**src/rtl/link_pkg.sv**
```systemverilog
// Shared types and widths for the serial link endpoint.
package link_pkg;

  localparam int BYTE_W = 8;

  typedef enum logic [0:0] {
    RX_IDLE = 1'b0,
    RX_ACK  = 1'b1
  } rx_state_t;

  typedef enum logic [1:0] {
    TX_IDLE = 2'd0,
    TX_SEND = 2'd1,
    TX_WAIT = 2'd2
  } tx_state_t;

endpackage

```
**src/rtl/byte_fifo.sv**
```systemverilog
// Small byte FIFO with wrap-bit pointers and registered empty/full flags.
// A pop on a full FIFO frees the slot for a push on the same edge; a pop on an
// empty FIFO is ignored.
module byte_fifo
  import link_pkg::*;
#(
  parameter int DEPTH = 4
) (
  input  logic              hz100,
  input  logic              reset,
  input  logic [BYTE_W-1:0] wdata,
  input  logic              push,
  input  logic              pop,
  output logic [BYTE_W-1:0] rdata,
  output logic              empty,
  output logic              full
);

  localparam int AW = $clog2(DEPTH);
  localparam logic [AW:0] PTR_ONE  = {{AW{1'b0}}, 1'b1};
  localparam logic [AW:0] WRAP_BIT = {1'b1, {AW{1'b0}}};

  logic [BYTE_W-1:0] mem [DEPTH];
  logic [AW:0]       wptr;
  logic [AW:0]       rptr;
  logic [AW:0]       wptr_n;
  logic [AW:0]       rptr_n;
  logic              do_push;
  logic              do_pop;

  assign do_pop  = pop & ~empty;
  assign do_push = push & (~full | do_pop);
  assign wptr_n  = do_push ? (wptr + PTR_ONE) : wptr;
  assign rptr_n  = do_pop  ? (rptr + PTR_ONE) : rptr;

  // Head is forced to zero while empty so the output is defined after reset.
  assign rdata = empty ? '0 : mem[rptr[AW-1:0]];

  // Pointer and flag update; flags are compared on the next pointer values so
  // they change on the same edge as the push or pop.
  always_ff @(posedge hz100 or negedge reset) begin
    if (!reset) begin
      wptr  <= '0;
      rptr  <= '0;
      empty <= 1'b1;
      full  <= 1'b0;
    end else begin
      wptr  <= wptr_n;
      rptr  <= rptr_n;
      empty <= (wptr_n == rptr_n);
      full  <= ((wptr_n ^ rptr_n) == WRAP_BIT);
    end
  end

  // Storage write; data is not reset, readers are gated by the empty flag.
  always_ff @(posedge hz100) begin
    if (do_push) begin
      mem[wptr[AW-1:0]] <= wdata;
    end
  end

endmodule

```
**src/rtl/serial_link_endpoint.sv**
```systemverilog
// Device-side byte link endpoint: four-phase RX and TX handshakes, each
// buffered by a byte_fifo, plus a sticky TX overrun flag.
module serial_link_endpoint
  import link_pkg::*;
#(
  parameter int DEPTH = 4
) (
  input  logic              hz100,
  input  logic              reset,
  input  logic [BYTE_W-1:0] rxdata,
  input  logic              rxready,
  output logic              rxclk,
  input  logic              txready,
  output logic [BYTE_W-1:0] txdata,
  output logic              txclk,
  output logic [BYTE_W-1:0] rx_byte,
  output logic              rx_valid,
  input  logic              rx_take,
  input  logic [BYTE_W-1:0] tx_byte,
  input  logic              tx_push,
  output logic              tx_full,
  output logic              overrun
);

  rx_state_t         rx_state;
  tx_state_t         tx_state;
  logic              rx_push;
  logic              rx_empty;
  logic              rx_full;
  logic              tx_pop;
  logic              tx_empty;
  logic [BYTE_W-1:0] tx_head;

  // Strobes decode straight from state so an async reset drops them at once.
  assign rxclk    = (rx_state == RX_ACK);
  assign txclk    = (tx_state == TX_SEND);
  assign rx_valid = ~rx_empty;

  // A byte is captured only on the IDLE->ACK edge; a full FIFO withholds the ack.
  assign rx_push = (rx_state == RX_IDLE) & rxready & ~rx_full;
  // The TX head is released when the host acknowledges by dropping txready.
  assign tx_pop  = (tx_state == TX_SEND) & ~txready;

  byte_fifo #(.DEPTH(DEPTH)) u_rx_fifo (
    .hz100 (hz100),
    .reset (reset),
    .wdata (rxdata),
    .push  (rx_push),
    .pop   (rx_take),
    .rdata (rx_byte),
    .empty (rx_empty),
    .full  (rx_full)
  );

  byte_fifo #(.DEPTH(DEPTH)) u_tx_fifo (
    .hz100 (hz100),
    .reset (reset),
    .wdata (tx_byte),
    .push  (tx_push),
    .pop   (tx_pop),
    .rdata (tx_head),
    .empty (tx_empty),
    .full  (tx_full)
  );

  // RX handshake: ack while the host holds rxready, release when it drops.
  always_ff @(posedge hz100 or negedge reset) begin
    if (!reset) begin
      rx_state <= RX_IDLE;
    end else begin
      case (rx_state)
        RX_IDLE: if (rx_push)  rx_state <= RX_ACK;
        RX_ACK:  if (!rxready) rx_state <= RX_IDLE;
        default: rx_state <= RX_IDLE;
      endcase
    end
  end

  // TX handshake and output byte register; txdata only loads on IDLE->SEND.
  always_ff @(posedge hz100 or negedge reset) begin
    if (!reset) begin
      tx_state <= TX_IDLE;
      txdata   <= '0;
    end else begin
      case (tx_state)
        TX_IDLE: begin
          if (!tx_empty && txready) begin
            tx_state <= TX_SEND;
            txdata   <= tx_head;
          end
        end
        TX_SEND: if (!txready) tx_state <= TX_WAIT;
        TX_WAIT: if (txready)  tx_state <= TX_IDLE;
        default: tx_state <= TX_IDLE;
      endcase
    end
  end

  // Sticky overrun: a push is lost only when full and not freed by a same-edge pop.
  always_ff @(posedge hz100 or negedge reset) begin
    if (!reset) begin
      overrun <= 1'b0;
    end else if (tx_push && tx_full && !tx_pop) begin
      overrun <= 1'b1;
    end
  end

endmodule

```
**config.mk**
```make
export PLATFORM = sky130hd
export DESIGN_NAME = serial_link_endpoint
export DESIGN_NICKNAME = d
export VERILOG_FILES = /design/src/rtl/link_pkg.sv /design/src/rtl/byte_fifo.sv /design/src/rtl/serial_link_endpoint.sv
export SDC_FILE = /design/constraint.sdc
export NUM_CORES = 1
export LEC_CHECK = 0
export CAP_MARGIN = 25
export CELL_PAD_IN_SITES_DETAIL_PLACEMENT = 1
export CELL_PAD_IN_SITES_GLOBAL_PLACEMENT = 1
export CORE_MARGIN = 3
export CORE_UTILIZATION = 47
export CTS_BUF_LIST = sky130_fd_sc_hd__clkbuf_4 sky130_fd_sc_hd__clkbuf_8
export DETAILED_ROUTE_END_ITERATION = 10
export PLACE_DENSITY_LB_ADDON = 0.1
export SYNTH_ARGS = -nofsm -noshare
export SYNTH_HDL_FRONTEND = slang
export SYNTH_HIERARCHICAL = 1
export SYNTH_SLANG_ARGS = --single-unit
```
**constraint.sdc**
```tcl
create_clock -name hz100 -period 3.7 [get_ports hz100]
set_input_delay 0.37 -clock hz100 [delete_from_list [all_inputs] [get_ports hz100]]
set_output_delay 0.37 -clock hz100 [all_outputs]
set_load 0.005 [all_outputs]
```
Word-level counts from Yosys, hierarchy flattened

Memory sizes are Yosys's and may differ from the RTL's. A register that Yosys moved wholly into a read port is not among the register bits.
Cells that the tools add are included.

Reduce and logical (&&, ||, !) cells: 9
Bitwise logic cells: 17
Equal/unequal tests: 9
Add/subtract/negate cells: 4
Mux-type cells: 16

Operator list:

| kind                                                                   | count |
|---|---|
| 3-bit by 1-bit adder with 3-bit output (second input constant)         | 4 |
| 3-bit 2-to-1 mux                                                       | 4 |
| 8-bit 2-to-1 mux                                                       | 1 |
| 1-bit AND                                                              | 7 |
| 3-bit equality test                                                    | 2 |
| 3-bit equality test (second input constant)                            | 2 |
| 1-bit 2-to-1 mux                                                       | 6 |
| 2-bit 2-to-1 mux                                                       | 3 |
| 2-bit inequality test (second input constant)                          | 3 |
| 1-bit inverter                                                         | 6 |
| 2-bit one-hot mux with 3 select lines                                  | 1 |
| 3-bit XOR                                                              | 2 |
| 1-bit logical AND                                                      | 3 |
| 1-bit zero test                                                        | 3 |
| 3-bit AND reduction                                                    | 1 |
| 2-bit by 1-bit equality test with 1-bit output (second input constant) | 1 |
| 2-bit equality test (second input constant)                            | 1 |
| 2-bit zero test                                                        | 1 |
| 1-bit OR                                                               | 2 |
| 1-bit one-hot mux with 2 select lines                                  | 1 |
| 2-bit AND reduction                                                    | 1 |

Bits in writable memories: 64
Register bits: 20
Logic and storage cells: 68
Input port bits: 22
Memories: 2
Output and inout port bits: 21

Memories:

| memory        | words | width | read ports | clocked after Yosys merged registers in | write ports | RTL line        | source |
|---|---|---|---|---|---|---|---|
| u_rx_fifo.mem | 4     | 8     | 1          | 0                                       | 1           | byte_fifo.sv:23 | `logic [BYTE_W-1:0] mem [DEPTH];` |
| u_tx_fifo.mem | 4     | 8     | 1          | 1                                       | 1           | byte_fifo.sv:23 |  |

Longest topological paths before layout

Gate-level depths: netlist of run 1.

Depth in word-level cells: 8
Depth in mapped cells: 6
Mapped depth without buffers: 6

Cells and area by module

The synthesis of run 1 kept the hierarchy.

By module, submodules not included:

| module               | cells each | area each (µm²) | instances | sequential area each (µm²) |
|---|---|---|---|---|
| byte_fifo            | 97         | 1730.4          | 2         | 1162.4 |
| serial_link_endpoint | 33         | 490.5           | 1         | 300.3 |

Least setup slack after synthesis of run 1

No wires, ideal clock.

Path kind: flip-flop to flip-flop
From: register u_rx_fifo.full
To: register u_rx_fifo.full
Required time: 3568 ps
Buffers on the path: 0
Stages on the path, launching flop included: 6
Path slack: 1585 ps
Period minus slack after synthesis: 2115 ps
Arrival: 1984 ps
Library setup time: 132 ps
Cells stage by stage: dfrtp_1 > nor3b_1 > nand2_1 > a21oi_4 > xnor3_1 > nor4b_2

Longest elaborated chain between the ends: 6
Elaborated cells on any way between the ends: 7
Classes of those cells: eq/ne: 1; mux: 1; bitwise: 5

RTL lines:

| what                     | RTL line                   | source |
|---|---|---|
| start: declaration       | byte_fifo.sv:16            | `output logic full` |
| start signal: assignment | byte_fifo.sv:51            | `full <= ((wptr_n ^ rptr_n) == WRAP_BIT);` |
| 1-bit inverter           | serial_link_endpoint.sv:40 | `assign rx_push = (rx_state == RX_IDLE) & rxready & ~rx_full;` |
| 1-bit AND                | serial_link_endpoint.sv:40 |  |
| net rx_push              | serial_link_endpoint.sv:27 | `logic rx_push;` |
| 1-bit AND                | byte_fifo.sv:32            | `assign do_push = push & (~full \| do_pop);` |
| 3-bit 2-to-1 mux         | byte_fifo.sv:33            | `assign wptr_n = do_push ? (wptr + PTR_ONE) : wptr;` |
| 3-bit XOR                | byte_fifo.sv:51            |  |
| 3-bit equality test      | byte_fifo.sv:51            |  |

The timed path passes the listed nets, and every way through them passes these cells.
A chain may end at the register's enable or synchronous reset.

Worst setup path in the final report of run 1

From: register u_rx_fifo.rptr[0]
To: output rx_byte[0]

Longest elaborated chain between the ends: 2

RTL lines:

| what                     | RTL line                   | source |
|---|---|---|
| start: declaration       | byte_fifo.sv:25            | `logic [AW:0] rptr;` |
| start signal: assignment | byte_fifo.sv:49            | `rptr <= rptr_n;` |
| memory read 4 x 8 bit    | --                         |  |
| 8-bit 2-to-1 mux         | byte_fifo.sv:37            | `assign rdata = empty ? '0 : mem[rptr[AW-1:0]];` |
| end: declaration         | serial_link_endpoint.sv:16 | `output logic [BYTE_W-1:0] rx_byte,` |

No other way between the ends.

==> results.ini, run 1 <==
[placed_design]
dp_hpwl_um = 5120
dpl_worst_slack_ns = 0.898
io_buffers = 42
place_congestion = 0.707

[drt]
vias = 1992
first_iter_violations = 63
routed_wirelength_um = 7320
drc = 0
ant_nets = 0
dr.pass1.iters = 6
vias_per_cell = 5.23
routedWlPerCell_um = 19.2

[critical_path]
slowest_delay_ns = 0.76
ff2ff_setup_slack_ns = 1.34
endpoint_kind = output pin
worst-endpoint-required_ns = 3.33
worstPathArrival_ns = 2.30
cp_cell_sequence = mux4_2 -> nor2b_1 -> clkdlybuf4s50_1
worstPathMaxFanout = 11
cp-start-kind = flip-flop
worstSetupPathType = reg2out
worst_path_max_delay_cell = dfrtp_1

[clocking]
post_cts_buffers = 0
cts_tree = yes
cts_resized = 0
clock-root-buffer = clkbuf_8
cts_num_sinks = 92
cts_buffers = 9
insertion_delay_ns = 0.35
clock_path_buffers = 2
hold_buffers = 0
path_clk_slew_ns = 0.10
h-tree-depth = 3

[floorplan]
coreArea_sq_um = 7930
chipWidth_um = 97.7
initial_core_util = 0.498
core.rowCount = 32
ioPinCount = 43
die_area_sq_um = 9540
die_y_um = 97.7

[power]
pwr-share-seq = 0.459
ir_drop_v = 0.000343
p_leak_uw = 0.00172
p_sw_uw = 1090
clkPwrFrac = 0.198
power_density_nw_per_um2 = 752
comb_power_share = 0.343
sw_frac_of_total = 0.310
p_int_uw = 2420

[finish]
fill_cells = 726
n_antenna_cell = 0
syn_to_final_growth_pct = 18.2
final_layout_size_suffix_gt1_frac = 0.194
fin_nets = 306

[grt]
grt.total_usage = 0.167
antenna_found_initial = 0
first_global_vias = 2286
grt_pass1_wl_um = 12200
grt-ovfl-total = 0
grt_max_degree = 29

[run]
cap_viol_max_count = 0

[logic_synthesis]
avgSynthCellArea_sq_um = 17.4
ys_types = 32
syn_nets = 259
yosysWarnings = 6
ys_seq_area_frac = 0.664
synth_area_sq_um = 3950
syn_inst = 227
synth.ff_latch_count = 92
synth_top_area_cell = edfxtp_1
synth_area_leaders = edfxtp_1, dfrtp_1, mux4_2
synth_top_area_share = 0.486

[timing]
min_period_over_period = 0.723
skew_ns = 0.0121
setup_slack_ns = 1.03
tns_ns = 0
fmax_ghz = 0.374
tightestPinTransition_ns = 0.724
fin_crit_ns = 2.67
grt_setup_unrepaired = no
slew_headroom = 0.515
slew_viol_final = 0
setup_viol = 0
finalHoldViolations = 0

[outcome]
status = complete, no violations

[min_path]
hold_path.class = in2async

## stage by stage
step / total power [uW] / hold slack (ns) / area (sq um) / util / std cells
after floorplan: 2390 / 0.0744 / 3950 / - / 227
after global routing: 3740 / 0.440 / 4670 / 0.589 / 381
after detailed placement: 2860 / 0.472 / 4460 / 0.563 / 365
after global placement: 2820 / 0.462 / 4460 / 0.563 / 365
after CTS: 3570 / 0.403 / 4670 / 0.589 / 381
final: 3510 / 0.396 / 4670 / 0.589 / 381
## sequential cells by signal, summed over array words and instances, names as in the netlist, 2 cells and up
register	flops
tx_state	2
txdata	8
u_rx_fifo/mem	32
u_rx_fifo/rptr	3
u_rx_fifo/wptr	3
u_tx_fifo/mem	32
u_tx_fifo/rptr	3
u_tx_fifo/wptr	3
## cells in the mapped netlist
cell type	number
a21boi_0	1
a21o_1	2
a21oi_1	2
a21oi_4	2
and2b_2	1
and3_1	8
buf_2	4
buf_6	2
clkbuf_1	2
dfrtp_1	26
dfstp_2	2
edfxtp_1	64
ha_1	10
inv_1	8
mux2_2	8
mux2_4	2
mux2i_1	2
mux4_2	16
nand2_1	13
nand2b_1	4
nand3b_1	2
nor2_1	1
nor2b_1	19
nor3b_1	3
nor4_2	2
nor4b_2	2
nor4b_4	1
o21bai_1	1
o22a_1	2
xnor2_1	9
xnor3_1	2
xor2_1	4
## critical path: cells and delay by family, from the launching register on
kind	cells	cell delay (ns)
AND/OR/NAND/NOR	1	0.15
multiplexers	1	0.61
buffers and inverters	1	0.44
flip-flops	1	0.76
## power by group through the flow
stage | clock [uW] | combinational (uW) | sequential (uW)
floorplan | 0 | 905 | 1480
global placement | 0 | 1190 | 1630
global route | 756 | 1330 | 1660
detailed placement | 0 | 1220 | 1640
CTS | 718 | 1230 | 1620
finish | 697 | 1200 | 1610
## per-layer routing
layer	wire length [um]	up-vias	part of all wire	global-route usage
met2	4000	34	0.55	0.298
met3	197	8	0.027	0.0359
li1	-	935	-	-
met5	0	-	0	0
met4	104	0	0.014	0.0490
met1	3020	1015	0.41	0.202
## cells by family (layout without fill, tap and decap cells)
logic type,count (synthesis),count (layout),synth area share
AO/OA/AOI/OAI,10,10,0.0228
XOR/XNOR,15,15,0.0402
adder cells (fa/ha/maj),10,10,0.0317
buffers and inverters,16,68,0.0203
flip-flops,92,92,0.664
multiplexers,28,28,0.127
AND/OR/NAND/NOR,56,56,0.0940
## path summary, 6_finish.rpt
kind / end / depth (start not counted) / startpoint
worst max-delay path: rx_byte[0] / 3 / u_rx_fifo/rptr[0]$_DFF_PN0_
worst min-delay path: u_rx_fifo/wptr[0]$_DFF_PN0_ / 2 / reset
worst max register to register: u_tx_fifo/empty$_DFF_PN1_ / 5 / tx_state[0]$_DFFE_PN0P_
worst min register to register: u_rx_fifo/wptr[2]$_DFF_PN0_ / 1 / u_rx_fifo/wptr[2]$_DFF_PN0_
max in group asynchronous: u_tx_fifo/empty$_DFF_PN1_ / 2 / reset
min in group hz100: u_rx_fifo/wptr[2]$_DFF_PN0_ / 1 / u_rx_fifo/wptr[2]$_DFF_PN0_
## cell type report
class | instances | area [sq um] | area share
Inverter | 8 | 30.0 | 0.00643
Clock buffer | 9 | 124 | 0.0265
Sequential cell | 92 | 2630 | 0.562
Clock inverter | 7 | 81.3 | 0.0174
Timing Repair Buffer | 44 | 435 | 0.0932
Multi-Input combinational cell | 119 | 1250 | 0.267
Tap cell | 102 | 128 | 0.0273
## layout by cell type, fill, tap and decap left out, types with 2 or more instances in the layout
cell type	synthesis	layout
nor2b_1	19	19
nand3b_1	2	2
nor4b_2	2	2
xor2_1	4	4
buf_4	0	2
clkdlybuf4s50_1	0	42
and3_1	8	8
nand2_1	13	13
mux2_4	2	2
mux4_2	16	16
nand2b_1	4	4
a21oi_1	2	2
nor4_2	2	2
a21o_1	2	2
mux2i_1	2	2
clkbuf_8	0	9
ha_1	10	10
o22a_1	2	2
a21oi_4	2	2
dfrtp_1	26	26
dfstp_2	2	2
mux2_2	8	8
inv_6	0	4
nor3b_1	3	3
edfxtp_1	64	64
inv_1	8	8
xnor2_1	9	9
xnor3_1	2	2
Note: power is estimated with default switching activity, not from simulation.
==> inputs of run 2 (changes only) <==
==> constraint.sdc (replaced) <==
create_clock -name hz100 -period 2.58 [get_ports hz100]
set_input_delay 0.258 -clock hz100 [delete_from_list [all_inputs] [get_ports hz100]]
set_output_delay 0.258 -clock hz100 [all_outputs]
set_load 0.005 [all_outputs]
==> run 2 against run 1 <==
Largest power group unchanged. Routed wire length shrank 3.5%. Register-to-register slack worse by 0.81 ns. Final area grew 1.0%. Total power increased by 43%. Combinational power increased by 52%. Sequential power up 40%. Largest cell class unchanged. Critical endpoint is now rx_byte[7]. Via count rose by 3.4%. Clock skew shrank 0.0060 ns. Final cell count increased by 1.8%. Global-route usage fell by 0.44 points. Non-clock buffer count is 7 higher. Count of clock-buffer cells in the layout did not move. Critical path type unchanged.
==> results.ini, run 2 (synthesis gave the netlist of run 1 again) <==
[clocking]
cts_tree = yes
insertion_delay_ns = 0.35
cts_num_sinks = 92
clock-root-buffer = clkbuf_8
cts_resized = 0
hold_buffers = 0
h-tree-depth = 3
path_clk_slew_ns = 0.09
clock_path_buffers = 2
cts_buffers = 9
post_cts_buffers = 0

[timing]
tightestPinTransition_ns = 0.567
setup_viol = 0
finalHoldViolations = 0
slew_headroom = 0.622
fmax_ghz = 0.439
tns_ns = 0
skew_ns = 0.00607
grt_setup_unrepaired = no
min_period_over_period = 0.884
slew_viol_final = 0
fin_crit_ns = 2.28
hold_ws_ns = 0.286

[grt]
grt_pass1_wl_um = 11900
antenna_found_initial = 0
grt.total_usage = 0.162
first_global_vias = 2307
grt-ovfl-total = 0
grt_max_degree = 29

[placed_design]
io_buffers = 42
place_congestion = 0.721
place_area_sq_um = 4520
dp_hpwl_um = 4990

[floorplan]
coreArea_sq_um = 7930
die_y_um = 97.7
chipWidth_um = 97.7
die_area_sq_um = 9540
ioPinCount = 43
core.rowCount = 32
initial_core_util = 0.498

[finish]
multi_input_area_sq_um = 1250
n_antenna_cell = 0
seq_area_sq_um = 2630
fin_nets = 313
mostFrequentLayoutCells = edfxtp_1, clkdlybuf4s50_1, dfrtp_1, nor2b_1, mux4_2
layout_commonest_cell = edfxtp_1
fill_cells = 734
final_layout_size_suffix_gt1_frac = 0.210
fin_area_sq_um = 4720
syn_to_final_growth_pct = 19.4

[outcome]
status = complete, no violations

[drt]
routed_wirelength_um = 7070
routedWlPerCell_um = 18.2
vias = 2059
vias_per_cell = 5.31
first_iter_violations = 49
dr.pass1.iters = 4
ant_nets = 0
drc = 0

[critical_path]
worst_path_max_delay_cell = mux4_2
worstPathMaxFanout = 7
cp_cell_sequence = buf_4 -> mux4_2 -> nor2b_1 -> clkdlybuf4s50_1
cp-start-kind = flip-flop
worst-endpoint-required_ns = 2.32
endpoint_kind = output pin
r2r_cells = 4
slowest_delay_ns = 0.52
worstPathArrival_ns = 2.02
worstSetupPathType = reg2out

[power]
ir_drop_v = 0.000506
p_leak_uw = 0.00176
power_density_nw_per_um2 = 1070
power_uw = 5030

[min_path]
hold_path.class = in2async

[run]
cap_viol_max_count = 0

[run 2: changes by cell type in the layout (fill, tap and decap cells not counted), sizes merged]
cell	delta
inv	-3
buf	+7
clkinvlp	-1
clkinv	+4
[run 2: per-layer routing]
| metal | global-route usage | vias to the layer above | share of wire |
|---|---|---|---|
| li1 | - | 952 | - |
| met1 | 0.196 | 1065 | 0.41 |
| met2 | 0.286 | 30 | 0.54 |
| met3 | 0.0409 | 12 | 0.032 |
| met4 | 0.0511 | 0 | 0.014 |
| met5 | 0 | - | 0 |
[run 2: where the power goes]
| group | switching [uW] | total [uW] | internal, uW |
|---|---|---|---|
| clock network | 504 | 958 | 454 |
| registers | 305 | 2250 | 1950 |
| logic | 707 | 1820 | 1110 |
[run 2: final timing paths]
check	startpoint	end	slack, ns
hold / removal	reset	u_rx_fifo/wptr[0]$_DFF_PN0_	0.29
max in group asynchronous	reset	u_tx_fifo/empty$_DFF_PN1_	1.97
min in group hz100	rxready	rxclk$_DFF_PN0_	0.47
hold reg to reg	overrun$_DFFE_PN0P_	overrun$_DFFE_PN0P_	0.48
setup / recovery	u_rx_fifo/rptr[0]$_DFF_PN0_	rx_byte[7]	0.30
setup reg to reg	tx_state[0]$_DFFE_PN0P_	u_tx_fifo/mem[2][7]$_DFFE_PP_	0.53
[run 2: critical path: cells and delay by family (launching register included)]
kind | cells | cell delay [ns]
buf+inv | 2 | 0.66
flops | 1 | 0.35
mux | 1 | 0.52
simple gates | 1 | 0.14
[run 2: final cells by class]
| type | instances | share of cell area |
|---|---|---|
| sequential | 92 | 0.556 |
| timing repair buffer | 51 | 0.103 |
| tap | 102 | 0.0271 |
| clock buffer | 9 | 0.0263 |
| inverter | 8 | 0.00637 |
| multi-input combinational | 119 | 0.264 |
| clock inverter | 7 | 0.0162 |
[run 2: per-stage QoR]
stage,instances,utilization,setup WS (ns)
finish,388,0.595,0.300
global route,388,0.595,0.209
CTS,388,0.595,0.267
detailed placement,372,0.570,0.243
global placement,372,0.570,0.321
floorplan,227,-,0.465
